$ cat src/rtl/hex_display_pkg.sv
// rtl/hex_display_pkg.sv - shared types and constants for the hex display controller
//
// Purpose : FSM state enum, active-low seven-segment patterns and the
//           counter-width helper used by hex_display_ctrl and seg7_decode.
// Ports   : none (package).
package hex_display_pkg;

    typedef enum logic [1:0] {
        IDLE  = 2'd0,
        SHIFT = 2'd1,
        LATCH = 2'd2
    } state_e;

    localparam logic [6:0] SEG_BLANK = 7'h7f;
    localparam logic [6:0] SEG_0     = 7'h40;
    localparam logic [6:0] SEG_1     = 7'h79;
    localparam logic [6:0] SEG_2     = 7'h24;
    localparam logic [6:0] SEG_3     = 7'h30;
    localparam logic [6:0] SEG_4     = 7'h19;
    localparam logic [6:0] SEG_5     = 7'h12;
    localparam logic [6:0] SEG_6     = 7'h02;
    localparam logic [6:0] SEG_7     = 7'h78;
    localparam logic [6:0] SEG_8     = 7'h00;
    localparam logic [6:0] SEG_9     = 7'h10;

    // Bits needed to hold a bit counter that is loaded with w and counts to 0.
    function automatic int cnt_width(input int w);
        return $clog2(w + 1);
    endfunction

endpackage

$ cat src/rtl/seg7_decode.sv
// rtl/seg7_decode.sv - combinational BCD nibble to active-low seven-segment decoder
//
// Purpose : maps a BCD digit 0..9 to its segment pattern; codes above 9 blank.
// Ports   : bcd (in, 4)  - BCD digit
//           seg (out, 7) - active-low segment pattern
module seg7_decode
    import hex_display_pkg::*;
(
    input  logic [3:0] bcd,
    output logic [6:0] seg
);

    always_comb begin
        case (bcd)
            4'd0:    seg = SEG_0;
            4'd1:    seg = SEG_1;
            4'd2:    seg = SEG_2;
            4'd3:    seg = SEG_3;
            4'd4:    seg = SEG_4;
            4'd5:    seg = SEG_5;
            4'd6:    seg = SEG_6;
            4'd7:    seg = SEG_7;
            4'd8:    seg = SEG_8;
            4'd9:    seg = SEG_9;
            default: seg = SEG_BLANK;
        endcase
    end

endmodule

$ cat src/rtl/hex_display_ctrl.sv
// rtl/hex_display_ctrl.sv - sequential binary-to-BCD seven-segment display controller
//
// Purpose : on load, converts an unsigned value to BCD by double-dabble
//           (one bit per cycle) and latches the decoded digits onto hex_out.
//           Macro HEX_DISPLAY_CTRL_LZB_EN enables leading-zero blanking.
// Ports   : CLOCK_50 (in, 1)          - clock, rising edge
//           reset    (in, 1)          - synchronous, active-high
//           value    (in, WIDTH)      - unsigned binary value
//           load     (in, 1)          - conversion request, sampled in IDLE
//           busy     (out, 1)         - conversion in progress
//           done     (out, 1)         - high for the cycle the displays update
//           hex_out  (out, 7*DIGITS)  - active-low segments, digit 0 in [6:0]
module hex_display_ctrl
    import hex_display_pkg::*;
#(
    parameter int WIDTH  = 8,
    parameter int DIGITS = 3
) (
    input  logic                  CLOCK_50,
    input  logic                  reset,
    input  logic [WIDTH-1:0]      value,
    input  logic                  load,
    output logic                  busy,
    output logic                  done,
    output logic [7*DIGITS-1:0]   hex_out
);

    localparam int BW = 4 * DIGITS;
    localparam int CW = cnt_width(WIDTH);

    // DIGITS decimal digits must hold the largest WIDTH-bit value, otherwise
    // the 4-bit add-3 step could overflow a nibble.
    function automatic bit digits_fit(input int w, input int d);
        longint p10;
        p10 = 1;
        for (int i = 0; i < d; i++) p10 = p10 * 10;
        return p10 > (longint'(1) << w);
    endfunction

    if (!digits_fit(WIDTH, DIGITS)) begin : g_digits_check
        $error("hex_display_ctrl: DIGITS too small for WIDTH");
    end

    state_e               state_q, state_d;
    logic [BW-1:0]        bcd_q, bcd_d;
    logic [WIDTH-1:0]     shift_q, shift_d;
    logic [CW-1:0]        cnt_q, cnt_d;
    logic [7*DIGITS-1:0]  hex_q, hex_d;

    logic [BW-1:0]        bcd_adj;
    logic [7*DIGITS-1:0]  seg_raw;
    logic [7*DIGITS-1:0]  seg_disp;

    for (genvar g = 0; g < DIGITS; g++) begin : g_dec
        seg7_decode u_dec (
            .bcd (bcd_q[4*g +: 4]),
            .seg (seg_raw[7*g +: 7])
        );
    end

    // Add-3 correction applied to every nibble before each shift.
    always_comb begin
        bcd_adj = bcd_q;
        for (int i = 0; i < DIGITS; i++) begin
            if (bcd_q[4*i +: 4] >= 4'd5) begin
                bcd_adj[4*i +: 4] = bcd_q[4*i +: 4] + 4'd3;
            end
        end
    end

`ifdef HEX_DISPLAY_CTRL_LZB_EN
    logic leading;
`endif

    // Digit 0 is never blanked so that zero still shows a single "0".
    always_comb begin
        seg_disp = seg_raw;
`ifdef HEX_DISPLAY_CTRL_LZB_EN
        leading = 1'b1;
        for (int i = DIGITS - 1; i > 0; i--) begin
            if (leading && (bcd_q[4*i +: 4] == 4'd0)) begin
                seg_disp[7*i +: 7] = SEG_BLANK;
            end else begin
                leading = 1'b0;
            end
        end
`endif
    end

    always_comb begin
        state_d = state_q;
        bcd_d   = bcd_q;
        shift_d = shift_q;
        cnt_d   = cnt_q;
        hex_d   = hex_q;
        case (state_q)
            IDLE: begin
                if (load) begin
                    shift_d = value;
                    bcd_d   = '0;
                    cnt_d   = CW'(WIDTH);
                    state_d = SHIFT;
                end
            end
            SHIFT: begin
                {bcd_d, shift_d} = {bcd_adj, shift_q} << 1;
                cnt_d            = cnt_q - CW'(1);
                if (cnt_q == CW'(1)) begin
                    state_d = LATCH;
                end
            end
            LATCH: begin
                hex_d   = seg_disp;
                state_d = IDLE;
            end
            default: state_d = IDLE;
        endcase
    end

    always_ff @(posedge CLOCK_50) begin
        if (reset) begin
            state_q <= IDLE;
            bcd_q   <= '0;
            shift_q <= '0;
            cnt_q   <= '0;
            hex_q   <= {DIGITS{SEG_BLANK}};
        end else begin
            state_q <= state_d;
            bcd_q   <= bcd_d;
            shift_q <= shift_d;
            cnt_q   <= cnt_d;
            hex_q   <= hex_d;
        end
    end

    assign busy    = (state_q != IDLE);
    assign done    = (state_q == LATCH);
    assign hex_out = hex_q;

endmodule

$ cat config.mk
export PLATFORM = sky130hd
export DESIGN_NAME = hex_display_ctrl
export DESIGN_NICKNAME = d
export VERILOG_FILES = /design/src/rtl/hex_display_pkg.sv /design/src/rtl/seg7_decode.sv /design/src/rtl/hex_display_ctrl.sv
export SDC_FILE = /design/constraint.sdc
export NUM_CORES = 1
export LEC_CHECK = 0
export ABC_AREA = 1
export CORE_MARGIN = 1.5
export CORE_UTILIZATION = 34
export CTS_BUF_LIST = sky130_fd_sc_hd__clkbuf_16
export DETAILED_ROUTE_END_ITERATION = 7
export PLACE_DENSITY_LB_ADDON = 0.08
export SLEW_MARGIN = 20
export SYNTH_ARGS = -nofsm -noshare
export SYNTH_HDL_FRONTEND = slang
export SYNTH_HIERARCHICAL = 1
export SYNTH_SLANG_ARGS = --single-unit
$ cat constraint.sdc
create_clock -name CLOCK_50 -period 1.4 [get_ports CLOCK_50]
set_clock_uncertainty 0.1 [all_clocks]
set_input_delay 0.14 -clock CLOCK_50 [delete_from_list [all_inputs] [get_ports CLOCK_50]]
set_output_delay 0.14 -clock CLOCK_50 [all_outputs]
set_load 0.01 [all_outputs]
Word level (Yosys, flattened, before mapping):

Memory sizes are Yosys's and may differ from the RTL's. A register that Yosys moved wholly into a read port is not among the register bits.
Cells that the tools add are included.

* $add $sub $neg: 4
* multipliers: 0
* divide/modulo/power cells: 0
* $lt $le $gt $ge: 3
* eq/ne operators: 5
* shift operators: 0
* multiplexer cells: 12
* bitwise gates (word level): 0
* reductions and logical operators: 5

Operators by type and width (number)
* one-hot mux 12 bit (2 select lines): 1
* one-hot mux 8 bit (2 select lines): 1
* greater-or-equal comparator 4 x 3 -> 1 bit, second input constant: 3
* two-way mux 12 bit: 1
* two-way mux 4 bit: 3
* adder 4 x 2 -> 4 bit, second input constant: 2
* two-way mux 8 bit: 1
* one-hot mux 4 bit (2 select lines): 1
* equality test 4 x 1 -> 1 bit, second input constant: 1
* two-way mux 2 bit: 2
* != test 2 bit, second input constant: 2
* one-hot mux 2 bit (2 select lines): 1
* AND reduction 2 bit: 2
* nonzero test 2 bit: 2
* subtractor 4 x 1 -> 4 bit, second input constant: 1
* adder 3 x 2 -> 3 bit, second input constant: 1
* two-way mux 3 bit: 1
* equality test 2 x 1 -> 1 bit, second input constant: 1
* equality test 2 bit, second input constant: 1
* logical NOT 2 bit: 1

* flip-flop bits (word level): 26
* bits in latches: 0
* bits in writable memories: 0
* ROM bits: 336
* bits of input ports: 11
* output and inout bits: 23
* word-level logic and storage cells: 36
* memories: 3

Memories
* (name not given): words 16, bits a word 7, read ports 1, clocked after Yosys merged registers in 1, write ports 0, line seg7_decode.sv:14 `case (bcd)`
* (name not given): words 16, bits a word 7, read ports 1, clocked after Yosys merged registers in 1, write ports 0, line seg7_decode.sv:14
* (name not given): words 16, bits a word 7, read ports 1, clocked after Yosys merged registers in 1, write ports 0, line seg7_decode.sv:14

Depth between registers and ports, before layout:

Gate-level depths: netlist of run 1.

* word-level depth: 3
* depth in mapped cells: 9
* gate-level depth less buffers: 9

Hierarchy:

The synthesis of run 1 kept the hierarchy.

By module, submodules not included
* hex_display_ctrl: times used 1, cells each 291, area an instance 2087.0 um2, seq. area each 940.9 um2
* seg7_decode: times used 3, cells each 35, area an instance 187.7 um2, seq. area each 0.0 um2

Worst setup path before layout of run 1:

Ideal clock, no wire load.

* path kind: register to register
* from: reg bcd_q[1]
* to: reg bcd_q[4]
* arrival: 1.206 ns
* slack: 0.029 ns
* stages on the path, launching flop included: 10
* clock period less this slack: 1.371 ns
* cells stage by stage: dfxtp_1 -> inv_1 -> ha_1 -> inv_1 -> nand2_1 -> nand3_1 -> nand2_1 -> nor2_1 -> nor2_1 -> nor2_1

* word-level cells in the longest chain between the ends: 3
* elaborated cells between the ends (all ways): 4
* those cells by class: 1 x add/sub; 1 x order compare; 2 x mux

Ends and longest elaborated chain
* from (decl): line hex_display_ctrl.sv:45 `logic [BW-1:0] bcd_q, bcd_d;`
* from (signal assigned): line hex_display_ctrl.sv:123 `bcd_q <= '0;`
* from (signal assigned): line hex_display_ctrl.sv:129 `bcd_q <= bcd_d;`
* adder 4 x 2 -> 4 bit / greater-or-equal comparator 4 x 3 -> 1 bit (equally long branches): line hex_display_ctrl.sv:66, hex_display_ctrl.sv:65
* two-way mux 4 bit (*): line hex_display_ctrl.sv:65 `if (bcd_q[4*i +: 4] >= 4'd5) begin`
* one-hot mux 12 bit (2 select lines) (*): line hex_display_ctrl.sv:96 `case (state_q)`

Every way passes the cells marked *; elsewhere a longest branch is shown, timed or not.
A chain may end at the register's enable or synchronous reset.

Worst setup path after layout of run 1:

* from: reg state_q[1]
* to: out done

* word-level cells in the longest chain between the ends: 1

Ends and longest elaborated chain
* from (decl): line hex_display_ctrl.sv:44 `state_e state_q, state_d;`
* from (signal assigned): line hex_display_ctrl.sv:128 `state_q <= state_d;`
* equality test 2 bit: line hex_display_ctrl.sv:137 `assign done = (state_q == LATCH);`
* to (decl): line hex_display_ctrl.sv:24 `output logic done,`

Every way passes these cells.

==> results of run 1 <==
[path summary, 6_finish.rpt]
check / depth (start not counted) / startpoint / slack [ns] / to
setup / recovery: 3 / state_q[1]$_SDFFE_PP0P_ / 0.03 / done
setup reg to reg: 6 / state_q[1]$_SDFFE_PP0P_ / 0.09 / hex_out[3]$_SDFFE_PP1P_
hold / removal: 3 / value[0] / 0.31 / shift_q[0]$_SDFFE_PP0P_
hold reg to reg: 2 / hex_out[16]$_SDFFE_PP1P_ / 0.35 / hex_out[16]$_SDFFE_PP1P_
[final cells by class]
type | instances | area, sq um
fillers | 795 | 4150
multi-input cells | 289 | 1490
flip-flops and latches | 47 | 955
repair buffers | 55 | 553
inverters | 48 | 185
well taps | 102 | 128
clock buffers | 5 | 125
clock inverters | 3 | 63.8
[logic make-up (layout without fill, tap and decap cells)]
| kind of cell | count (synthesis) | in the layout |
|---|---|---|
| AND/OR/NAND/NOR | 236 | 236 |
| adder cells (fa/ha/maj) | 23 | 23 |
| buffers and inverters | 60 | 111 |
| AO/OA/AOI/OAI | 30 | 30 |
| flip-flops | 47 | 47 |
[metal layers]
layer / up-vias / part of all wire / global-route usage
met4: 0 / 0.011 / 0.0469
met2: 33 / 0.45 / 0.248
li1: 1351 / - / -
met1: 1100 / 0.51 / 0.184
met3: 4 / 0.029 / 0.0327
met5: - / 0 / 0
[sequential cells by signal, indices dropped and copies added, names as in the netlist]
name     count
hex_out     21
bcd_q       12
shift_q      8
cnt_q        4
state_q      2
[synthesized netlist by cell type (all sizes together)]
library cell	n	area share
o211ai	3	0.0085
ha	23	0.11
o21ai	10	0.023
buf	10	0.025
a22oi	1	0.0028
clkinv	1	0.0014
nand4	6	0.014
nand2	153	0.22
dfxtp	47	0.36
inv	47	0.068
nor2	19	0.029
clkbuf	2	0.0028
a31oi	3	0.0071
a21oi	13	0.025
nor3	2	0.0038
nand3	56	0.11
[metrics by stage]
stage,util,instance area (sq um),hold WS (ns),cells,TNS [ns]
finish,0.457,3490,0.309,549,0
global placement,0.422,3230,0.338,540,-0.0200
floorplan,-,2650,0.188,396,0
CTS,0.447,3420,0.306,548,0
detailed placement,0.422,3230,0.341,540,-0.0371
global route,0.457,3490,0.315,549,-1.03
[cell usage in the layout (no fill, tap or decap)]
master	instances
o21ai_1	1
nand3_2	2
buf_4	19
nor2_2	2
a21oi_2	1
bufinv_16	2
nand2_1	144
o21ai_2	3
clkdlybuf4s50_1	10
dlygate4sd2_1	10
dfxtp_2	5
inv_4	2
buf_12	3
nor3_1	2
a22oi_1	1
inv_2	9
nor2_1	17
o211ai_1	3
dlymetal6s2s_1	13
nand3_1	54
ha_1	22
dfxtp_4	2
clkinv_1	1
nand2_2	8
dfxtp_1	40
inv_1	37
ha_2	1
o21ai_0	6
nand4_1	6
clkbuf_16	5
a31oi_1	3
nand2_4	1
a21oi_1	12
[power by group through the flow]
stage	clock network, uW	logic, uW	registers (uW)
5_1_grt	1610	329	1410
3_5_place_dp	0	303	1440
3_3_place_gp	0	302	1440
6_report	1500	292	1400
2_1_floorplan	0	182	1440
4_1_cts	1560	299	1410
[worst max-delay path: cells and delay by family (launching register included)]
kind / cells / cell delay (ns)
buffers and inverters: 2 / 0.39
flip-flops: 1 / 0.36
AND/OR/NAND/NOR: 1 / 0.09
[timing repair]
action / 4_1_cts / 5_1_grt
buffers inserted: 0 / 1
gates resized for setup: 15 / 31
pin swaps: 0 / 2
setup endpoints to repair: 25 / 44
==> flow_summary.toml, run 1 <==
[die]
die_x_um = 91.3
core_region_area_sq_mm = 0.00765
num_io_pins = 34
num_rows = 32
die_area_sq_mm = 0.00833
initial_core_util = 0.347
die_h_um = 91.3

[grt]
grt_pass1_wl_um = 10100
grt_max_degree = 30
overflow = 0
antenna_found_initial = 0
grt_pass1_vias = 2281
track_usage = 0.146

[clock_tree]
cts_num_sinks = 47
cts_max_path_buffers = 2
worst_skew_pair.late_latency_ns = 0.28
ctsHoldBuffers = 0
cts_tree = "built"
cts_root_buf = "clkbuf_16"
numCtsBuffers = 5
clkTransAtPathRegs_ns = 0.07
htreeDepth = 2

[cells_and_area]
area_growth_pct = 31.9
drive_gt1_frac = 0.145
nets = 480
diodes = 0

[routing]
wirelength_um = 5670
ant_nets = 0
vias = 2488
route.detailed.drc = 0
drtIter0Drc = 129
vias_per_cell = 4.53
dr.pass1.iters = 4
wl_per_cell_um = 10.3

[yosys]
synth.avg_cell_area_sq_um = 6.69
yosys_register_bits = 47
yosysSeqAreaShare = 0.355
synthXorXnorAreaFrac = 0
yosysWarnings = 6
yosysUniqueCellTypes = 25
syn_area_sq_mm = 0.00265
synth_compound_area_frac = 0.0661
syn_nets = 430
synth-simple-area-share = 0.374
synth.mux.area_fraction = 0
syn-instance-count = 396
synth_top_family_by_area = "simple AND/OR/NAND/NOR gates"
synthAdderAreaFrac = 0.109

[place]
pre_cts_slack_ns = -0.0145
portBuffers = 33
dpl.hpwl_um = 4110
gp_congestion = 0.801

[worst_setup_path]
cp.arrival_ns = 1.13
path_class = "register to primary output"
cp_slowest_cell = "dfxtp_1"
crit_path_max_incr_delay_ns = 0.36
cp.required_ns = 1.16
worst_setup_path_end_kind = "primary output"
cp_cell_sequence = "inv_2 -> nor2_2 -> dlygate4sd2_1"
cp_max_fo = 3
start_kind = "register"

[timing]
fin_crit_sh = 0.976
rsz0062_at_grt = "yes"
period_needed_ns = 1.37
slew_violations = 0
setup_viol = 0
worst_slack_ns = 0.0330
worst_slew_pin_slew_ns = 0.410
fmax_mhz = 732
finalHoldViolCount = 0
slew_headroom = 0.726

[pwr]
power_uw = 3200
clockPowerShare = 0.470
p_sw_frac = 0.212
powerDensity_mw_per_mm2 = 916
seq_power_share = 0.439
internal-power_uw = 2520
p_leak_uw = 0.00171
p_comb_frac = 0.091
switchingPower_uw = 677
vdd_drop_max_mv = 0.488

[outcome]
status = "completed"

[flow_run]
drv_cap = 0

[worst_hold_path]
hold_class = "input port to register"
Power figures use the tool's default switching activity.
==> inputs of run 2 (changes only) <==
--- a/config.mk
+++ b/config.mk
@@ -7,7 +7,7 @@
 export LEC_CHECK = 0
 export ABC_AREA = 1
 export CORE_MARGIN = 1.5
-export CORE_UTILIZATION = 34
+export CORE_UTILIZATION = 50
 export CTS_BUF_LIST = sky130_fd_sc_hd__clkbuf_16
 export DETAILED_ROUTE_END_ITERATION = 7
 export PLACE_DENSITY_LB_ADDON = 0.08
==> run 2 against run 1 <==
Non-clock buffer count unchanged. Largest cell class unchanged. First-iteration DRC count fell by 19%. Cell area shrank 1.4%. Clock power down 13%. Clock-buffer cell count unchanged. Via count fell by 0.68%. Setup slack improved by 0.042 ns. Critical path depth grew 5. Largest power group is now registers. Fmax grew 3.2%. Hold slack improved by 0.0034 ns. Die area decreased by 31%.
==> flow_summary.toml, run 2 (synthesized netlist as in run 1, its figures left out) <==
[outcome]
status = "completed"

[cells_and_area]
n_fill_cell = 495
nets = 480
area_growth_pct = 30.0
final_cell_mix = "nand2_1, nand3_1, dfxtp_1, inv_1, ha_1"
diodes = 0
largest_reg_flops = 21
final_area_sq_mm = 0.00344
layout_commonest_cell = "nand2_1"
drive_gt1_frac = 0.150

[place]
dpl.hpwl_um = 3880
pre_cts_slack_ns = -0.0564
gp_congestion = 0.796
place_area_sq_mm = 0.00317
portBuffers = 33

[die]
die_h_um = 75.8
num_io_pins = 34
die_area_sq_mm = 0.00575
num_rows = 26
core_region_area_sq_mm = 0.00511
initial_core_util = 0.519
die_x_um = 75.8

[grt]
grt_max_degree = 23
met2_usage = 0.338
use_met3 = 0.0397
met1_usage = 0.248
grt_pass1_vias = 2080
overflow = 0
top_usage_layer = "met2"
track_usage = 0.198
grt_pass1_wl_um = 8760
antenna_found_initial = 0

[clock_tree]
cts_num_sinks = 47
worst_skew_pair.late_latency_ns = 0.28
cts_max_path_buffers = 2
numCtsBuffers = 5
htreeDepth = 2
cts_tree = "built"
clkTransAtPathRegs_ns = 0.06
cts_setup_buffers = 0
cts_root_buf = "clkbuf_16"
ctsHoldBuffers = 0

[worst_setup_path]
cp_max_fo = 4
cp.required_ns = 1.47
start_kind = "register"
path_class = "register to register"
cp.arrival_ns = 1.39
worst_setup_path_end_kind = "register"

[timing]
setup_viol = 0
period_needed_ns = 1.32
worst_slew_pin_slew_ns = 0.360
worst_slack_ns = 0.0753
slew_violations = 0
finalHoldViolCount = 0
tns_ns = 0
fin_crit_sh = 0.946
hold_ws_ns = 0.313
rsz0062_at_grt = "yes"
fmax_mhz = 755
slew_headroom = 0.760

[flow_run]
drv_cap = 0

[routing]
wirelength_um = 5330
vias = 2471
wl_per_cell_um = 10.3
vias_per_cell = 4.79
route.detailed.drc = 0
ant_nets = 0
drtIter0Drc = 104
dr.pass1.iters = 4

[worst_hold_path]
hold_class = "input port to register"

[pwr]
vdd_drop_max_mv = 0.725
p_leak_uw = 0.00168
powerDensity_mw_per_mm2 = 875
==> run 2: cell count changes in the layout (fill, tap and decap cells not counted), moves of 2 or more <==
| cell | before | now |
|---|---|---|
| dlygate4sd2_1 | 10 | 5 |
| nand2_2 | 8 | 6 |
| ha_2 | 1 | 3 |
| nand2_1 | 144 | 146 |
| buf_6 | 0 | 2 |
| ha_1 | 22 | 20 |
| buf_12 | 3 | 1 |
| dlymetal6s2s_1 | 13 | 17 |
==> run 2: power by group <==
| part | internal, uW | total [uW] | switching (uW) |
|---|---|---|---|
| clock | 832 | 1310 | 483 |
| combinational | 131 | 298 | 167 |
| sequential | 1370 | 1400 | 25.7 |
| total | 2340 | 3010 | 676 |
==> run 2: final timing paths <==
path                       startpoint  depth (start not counted)                       end  slack [ns]
max             bcd_q[0]$_SDFFE_PP0P_                          8   hex_out[6]$_SDFFE_PP1P_        0.08
min                          value[0]                          3   shift_q[0]$_SDFFE_PP0P_        0.31
max reg2reg     bcd_q[0]$_SDFFE_PP0P_                          8   hex_out[6]$_SDFFE_PP1P_        0.08
min reg2reg  hex_out[10]$_SDFFE_PP1P_                          2  hex_out[10]$_SDFFE_PP1P_        0.35
==> run 2: final cells by class <==
| class | instances | area [sq um] | area share |
|---|---|---|---|
| multi-input cells | 289 | 1490 | 0.434 |
| clock buffers | 5 | 125 | 0.0363 |
| clock inverters | 2 | 37.5 | 0.0109 |
| flip-flops and latches | 47 | 958 | 0.278 |
| inverters | 48 | 190 | 0.0552 |
| well taps | 70 | 87.6 | 0.0254 |
| repair buffers | 55 | 552 | 0.160 |
==> run 2: worst max-delay path, cell delays in order (launching register included) <==
cell     delay, ns
dfxtp_4       0.35
buf_4         0.14
ha_1          0.18
inv_1         0.05
nand2_1       0.08
nand3_1       0.09
nand2_1       0.07
nand2_1       0.08
nand3_1       0.07
==> run 2: repair_timing <==
item                                    4_1_cts  5_1_grt
endpoints found under the setup margin       30       48
pin swaps                                     0        6
gates resized for setup                      12       44
==> run 2: layer usage <==
layer,vias to the layer above,wire (um)
li1,1350,-
met1,1076,2520
met2,41,2560
met3,4,189
met4,0,60
met5,-,0
==> run 2: per-stage QoR <==
stage	instances	util	total power, uW
floorplan	396	-	1620
global placement	509	0.621	1730
detailed placement	509	0.621	1730
CTS	516	0.654	3050
global route	516	0.674	3160
finish	516	0.674	3010
